--- config.mk ---
export PLATFORM = sky130hd
export DESIGN_NAME = add3_accum
export DESIGN_NICKNAME = d
export VERILOG_FILES = /design/src/rtl/add3_accum.sv
export SDC_FILE = /design/constraint.sdc
export NUM_CORES = 1
export LEC_CHECK = 0
export CELL_PAD_IN_SITES_DETAIL_PLACEMENT = 0
export CELL_PAD_IN_SITES_GLOBAL_PLACEMENT = 1
export CORE_MARGIN = 4
export CORE_UTILIZATION = 34
export DETAILED_ROUTE_END_ITERATION = 6
export PLACE_DENSITY = 0.8
export SLEW_MARGIN = 5
export SYNTH_ARGS = -nofsm -noshare
export SYNTH_HDL_FRONTEND = slang
export SYNTH_SLANG_ARGS = --single-unit
--- constraint.sdc ---
create_clock -name clk -period 1.75 [get_ports clk]
set_input_delay 0.35 -clock clk [delete_from_list [all_inputs] [get_ports clk]]
set_output_delay 0.35 -clock clk [all_outputs]
set_load 0.05 [all_outputs]
--- src/rtl/add3_accum.sv ---
// -----------------------------------------------------------------------------
// add3_accum
//
// Clocked accumulator that sits downstream of the 3-bit ripple adder. It
// accepts NUM_OPS unsigned operands over a valid/ready handshake, folds each
// into a WIDTH-bit running sum (modular, or saturating when ACCUM_SAT_EN is
// defined) and keeps a sticky flag of any carry-out. The finished result is
// then offered downstream over a second valid/ready handshake.
//
// Optional build macro:
//   ACCUM_SAT_EN  - when defined, a carry-out clamps the sum to all-ones
//                   instead of wrapping.
//
// Ports:
//   clk        rising-edge clock
//   rst_n      asynchronous active-low reset
//   clr        synchronous clear of the accumulation / pending result
//   in_valid   operand valid
//   in_ready   block can accept an operand
//   in_data    operand (WIDTH bits, unsigned)
//   out_valid  result valid
//   out_ready  downstream accepts the result
//   out_sum    accumulated sum
//   out_carry  sticky carry-out flag for this result
//   out_count  operands accepted so far in the current result
// -----------------------------------------------------------------------------
module add3_accum #(
  parameter int WIDTH   = 3,
  parameter int NUM_OPS = 4,
  parameter int CNT_W   = 8
) (
  input  logic             clk,
  input  logic             rst_n,
  input  logic             clr,
  input  logic             in_valid,
  output logic             in_ready,
  input  logic [WIDTH-1:0] in_data,
  output logic             out_valid,
  input  logic             out_ready,
  output logic [WIDTH-1:0] out_sum,
  output logic             out_carry,
  output logic [CNT_W-1:0] out_count
);

  typedef enum logic {
    ACC  = 1'b0,
    HOLD = 1'b1
  } state_t;

  state_t           state;
  state_t           state_nxt;

  // Low during reset and for the first edge after it, so in_ready only rises
  // one clock after rst_n deasserts.
  logic             live;

  logic [WIDTH-1:0] acc;
  logic             carry;
  logic [CNT_W-1:0] count;

  logic             accept;
  logic             last_op;
  logic             result_done;
  logic [WIDTH:0]   sum_full;
  logic [WIDTH-1:0] sum_next;

  // Handshake flags decode straight from registers: no in_* -> out_* path.
  assign in_ready  = live && (state == ACC);
  assign out_valid = (state == HOLD);

  assign out_sum   = acc;
  assign out_carry = carry;
  assign out_count = count;

  assign accept      = in_valid && in_ready;
  assign last_op     = (count == CNT_W'(NUM_OPS - 1));
  // A pending result leaves HOLD on either a downstream accept or a clear.
  assign result_done = (state == HOLD) && (out_ready || clr);

  // Top bit of the widened add is the adder carry-out.
  assign sum_full = {1'b0, acc} + {1'b0, in_data};

`ifdef ACCUM_SAT_EN
  assign sum_next = sum_full[WIDTH] ? {WIDTH{1'b1}} : sum_full[WIDTH-1:0];
`else
  assign sum_next = sum_full[WIDTH-1:0];
`endif

  // Next-state logic.
  always_comb begin
    // NOTE: default first so every path assigns state_nxt; a missing branch
    // would otherwise infer a latch.
    state_nxt = state;
    case (state)
      ACC:     if (accept && !clr && last_op) state_nxt = HOLD;
      HOLD:    if (out_ready || clr)          state_nxt = ACC;
      default: state_nxt = ACC;
    endcase
  end

  always_ff @(posedge clk or negedge rst_n) begin
    // NOTE: sequential state uses non-blocking assignments so every register
    // samples pre-edge values regardless of block ordering.
    if (!rst_n) begin
      state <= ACC;
      live  <= 1'b0;
    end else begin
      state <= state_nxt;
      live  <= 1'b1;
    end
  end

  // Accumulator datapath. clr wins over a simultaneous accept; that operand
  // is dropped even though its handshake completes.
  always_ff @(posedge clk or negedge rst_n) begin
    if (!rst_n) begin
      acc   <= '0;
      carry <= 1'b0;
      count <= '0;
    end else if ((state == ACC && clr) || result_done) begin
      acc   <= '0;
      carry <= 1'b0;
      count <= '0;
    end else if (accept) begin
      acc   <= sum_next;
      carry <= carry | sum_full[WIDTH];
      count <= count + CNT_W'(1);
    end
  end

endmodule
==> impl_table.tex, run 1 <==
\begin{tabular}{lr}
\hline
Metric & Value \\
\hline
\multicolumn{2}{l}{\textbf{Status}} \\
Result of the run & finished clean \\
\multicolumn{2}{l}{\textbf{Global route}} \\
Total global routing track utilization & 0.136 \\
Global routing usage on met1 & 0.176 \\
Vias in the first global route & 630 \\
Initial antenna violation count & 0 \\
Maximum number of pins on one net before global-route repair & 15 \\
Wire length of the first global-routing pass & roughly 2800 um \\
Met3 layer usage reported by global route & 0.0191 \\
Global routing's busiest layer & met2 \\
Remaining global-route overflow & 0 \\
Met2 Track Usage GR & 0.211 \\
\multicolumn{2}{l}{\textbf{Critical path}} \\
Critical Path Fanout Max & 5 \\
Crit path DAT & 1.77 ns \\
Capture point of the worst reg-to-reg path & out\_valid \\
Required time reported for the critical path endpoint & $\sim$2 ns \\
Worst Reg2Reg Path Length in Cells & 3 \\
CP Capture Point & out\_valid \\
Launch point of the worst path & out\_count[5] \\
Critical path launch point type & flop \\
Crit Reg-Reg Startpoint & out\_count[5] \\
Worst Setup Path Type & flop to flop \\
Setup slack of the most critical reg-to-reg path & about 0.19 ns \\
Critical Path End Type & flop \\
\multicolumn{2}{l}{\textbf{CTS}} \\
TritonCTS Buffers & 3 \\
Post-CTS Setup Repair Bufs & 0 \\
Clk\_lat worst skew & $\sim$0.28 ns \\
CTS tree & yes \\
Number of buffers added to fix hold violations after cts & 0 \\
CTS sink count & 14 \\
CTS H-tree lvls & 1 \\
Number of buffers on the longest clock path & 2 \\
Number of gates resized after cts & 0 \\
CTS clock-pin slew for the worst setup and hold paths & about 0.09 ns \\
CTS root buffer & clkbuf\_4 \\
\multicolumn{2}{l}{\textbf{Floorplan}} \\
Die X-Extent & 54.7 um \\
Area inside the core boundary & 2020 sq um \\
Placement row count & 16 \\
Die H & 54.7 um \\
Die Footprint & 2990 sq um \\
IO Pins & 22 \\
Initial core utilization & 0.367 \\
\multicolumn{2}{l}{\textbf{Placed design}} \\
Number of port buffers & 21 \\
Routability-driven placement congestion ratio & 0.717 \\
HPWL after DPL & between 1000 and 1500 um \\
Pre-CTS worst setup slack & -0.0785 ns \\
\multicolumn{2}{l}{\textbf{Detailed routing}} \\
TritonRoute pass-1 iters & 4 \\
Wire length per cell & 13.3 um \\
Number of DRC markers after the initial detailed-route iteration & 8 \\
Number of vias per cell after detailed routing & 4.98 \\
Remaining antenna violation count & 0 \\
Total via count after detailed routing & 652 \\
Count of unresolved DRC violations after routing & 0 \\
Total Routed Length & 1740 um \\
\multicolumn{2}{l}{\textbf{Power}} \\
Internal & 0.000512 W \\
Net switching component of the power & 0.000196 W \\
Peak supply drop & 319 uV \\
Switching share of total power & 0.277 \\
Leakage & 0.489 nW \\
Power density cells & 678 nW/um\^{}2 \\
Share of power burned in the clock network & 0.337 \\
Power share of the combinational group & 0.180 \\
Seq pwr share & 0.483 \\
\multicolumn{2}{l}{\textbf{Layout}} \\
Area delta synth->final & 40.8\% \\
Antenna diode count & 0 \\
Top library cells by usage in the layout, fill and taps aside & buf\_4, dfrtp\_1, nand2\_1, a21oi\_1, clkdlybuf4s50\_1 \\
Net total in the final layout & 118 \\
Leading cell type in the layout, fill and taps excluded & buf\_4 \\
Proportion of layout cells with a drive suffix above 1 & 0.250 \\
Fillcell total & 201 \\
\multicolumn{2}{l}{\textbf{Logic synthesis}} \\
Total of flip-flops plus latches after synthesis & 14 \\
Most area-consuming cells after synthesis & dfrtp\_1, ha\_1, a21oi\_1 \\
Ys Warns & 0 \\
Yosys top cell area share & 0.472 \\
Post-synthesis net count & 87 \\
Register area share after synthesis & 0.472 \\
Largest area contributor in the synthesized netlist & dfrtp\_1 \\
Synthesized instance count & 74 \\
Cell variety after synth & 28 \\
Syn Std Cell Area & 742 sq um \\
Synthesized area divided by synthesized cell count & 10.0 sq um \\
\multicolumn{2}{l}{\textbf{Timing}} \\
Setup skew after layout & about 0.0016 ns \\
Crit share post-route & 0.890 \\
Setup violators final & 0 \\
Final count of pins violating max slew & 0 \\
Minimum clock period & 1.56 ns \\
Final worst hold slack & 0.368 ns \\
Setup repair after global routing missed its margin & false \\
Setup TNS & 0 ns \\
Highest clock frequency the design can meet & $\sim$640 MHz \\
Setup ws final & approximately 0.19 ns \\
Final Hold Vio Count & 0 \\
\multicolumn{2}{l}{\textbf{Min path}} \\
Kind of path behind the tightest hold check & input pin to asynchronous set/reset pin \\
\multicolumn{2}{l}{\textbf{Job}} \\
Maximum Capacitance Violations & 0 \\
\hline
\end{tabular}
[worst min path at each step]
| stage | cells past startpoint | slack, ns | to |
|---|---|---|---|
| floorplan | 0 | 0.05 | live |
| global placement | 2 | 0.48 | out_carry |
| detailed placement | 2 | 0.52 | out_carry |
| CTS | 2 | 0.37 | out_count[2] |
| global route | 2 | 0.39 | out_count[5] |
| finish | 2 | 0.37 | out_count[3] |
[layer usage]
metal / wire length (um) / up-vias / share of wire
met1: 810 / 306 / 0.46
met4: 27 / 0 / 0.015
met3: 63 / 2 / 0.036
li1: - / 331 / -
met2: 841 / 13 / 0.48
met5: 0 / - / 0
[area by class of cell]
class | count | area, sq um | area share
multi-input cells | 56 | 377 | 0.360
flip-flops and latches | 14 | 350 | 0.335
clock buffers | 4 | 36.3 | 0.0347
well taps | 27 | 33.8 | 0.0323
inverters | 2 | 7.51 | 0.00719
repair buffers | 28 | 240 | 0.230
[synth_stat cells, drive strengths merged]
| cell | n |
|---|---|
| a211oi | 1 |
| a21o | 2 |
| a21oi | 9 |
| and3b | 1 |
| clkbuf | 2 |
| conb | 1 |
| dfrtp | 14 |
| fa | 1 |
| ha | 4 |
| inv | 2 |
| mux2i | 1 |
| nand2 | 10 |
| nand2b | 2 |
| nand3 | 1 |
| nand3b | 1 |
| nand4 | 1 |
| nand4b | 1 |
| nor2 | 3 |
| nor2b | 1 |
| nor4 | 1 |
| o21ai | 2 |
| o311ai | 1 |
| o31ai | 2 |
| o41ai | 1 |
| or2b | 1 |
| or3 | 2 |
| or4 | 3 |
| xnor2 | 3 |
[power groups by stage]
stage	Clock (W)	Sequential, W	Combinational, W
2_1_floorplan	0	0.000374	0.0000421
3_3_place_gp	0	0.000348	0.000126
3_5_place_dp	0	0.000348	0.000128
4_1_cts	0.000246	0.000342	0.000129
5_1_grt	0.000252	0.000343	0.000140
6_report	0.000239	0.000342	0.000127
[through the flow]
step                instance area (sq um)  total power (W)  cells   util
floorplan                             742         0.000416     74      -
global placement                     1010         0.000474    127  0.499
detailed placement                   1010         0.000477    127  0.499
CTS                                  1040         0.000717    131  0.517
global route                         1040         0.000735    131  0.517
finish                               1040         0.000708    131  0.517
[logic make-up after synthesis]
| kind of cell | count (synthesis) | share of synthesized area |
|---|---|---|
| AND/OR/NAND/NOR | 28 | 0.211 |
| AO/OA/AOI/OAI | 18 | 0.148 |
| flip-flops | 14 | 0.472 |
| adder cells (fa/ha/maj) | 5 | 0.0944 |
| buffers and inverters | 4 | 0.0202 |
| XOR/XNOR | 3 | 0.0354 |
| other | 1 | 0.00505 |
| multiplexers | 1 | 0.0135 |
[critical path, stage by stage, from the launching register on]
cell     delay (ns)
dfrtp_1        0.43
or4_1          0.53
or4_1          0.40
a21oi_1        0.13
[flip-flops by register name, indices dropped and copies added, names as in the netlist]
name	count
out_valid	1
live	1
out_count	8
out_sum	3
out_carry	1
No activity file was read; power rests on OpenSTA's default activity.
==> run 2, diff against run 1 <==
--- a/config.mk
+++ b/config.mk
@@ -9,6 +9,7 @@
 export CELL_PAD_IN_SITES_GLOBAL_PLACEMENT = 1
 export CORE_MARGIN = 4
 export CORE_UTILIZATION = 34
+export CTS_CLUSTER_SIZE = 8
 export DETAILED_ROUTE_END_ITERATION = 6
 export PLACE_DENSITY = 0.8
 export SLEW_MARGIN = 5
==> results of run 2 <==
Final layout, timing and power as in run 1 (identical DEF).
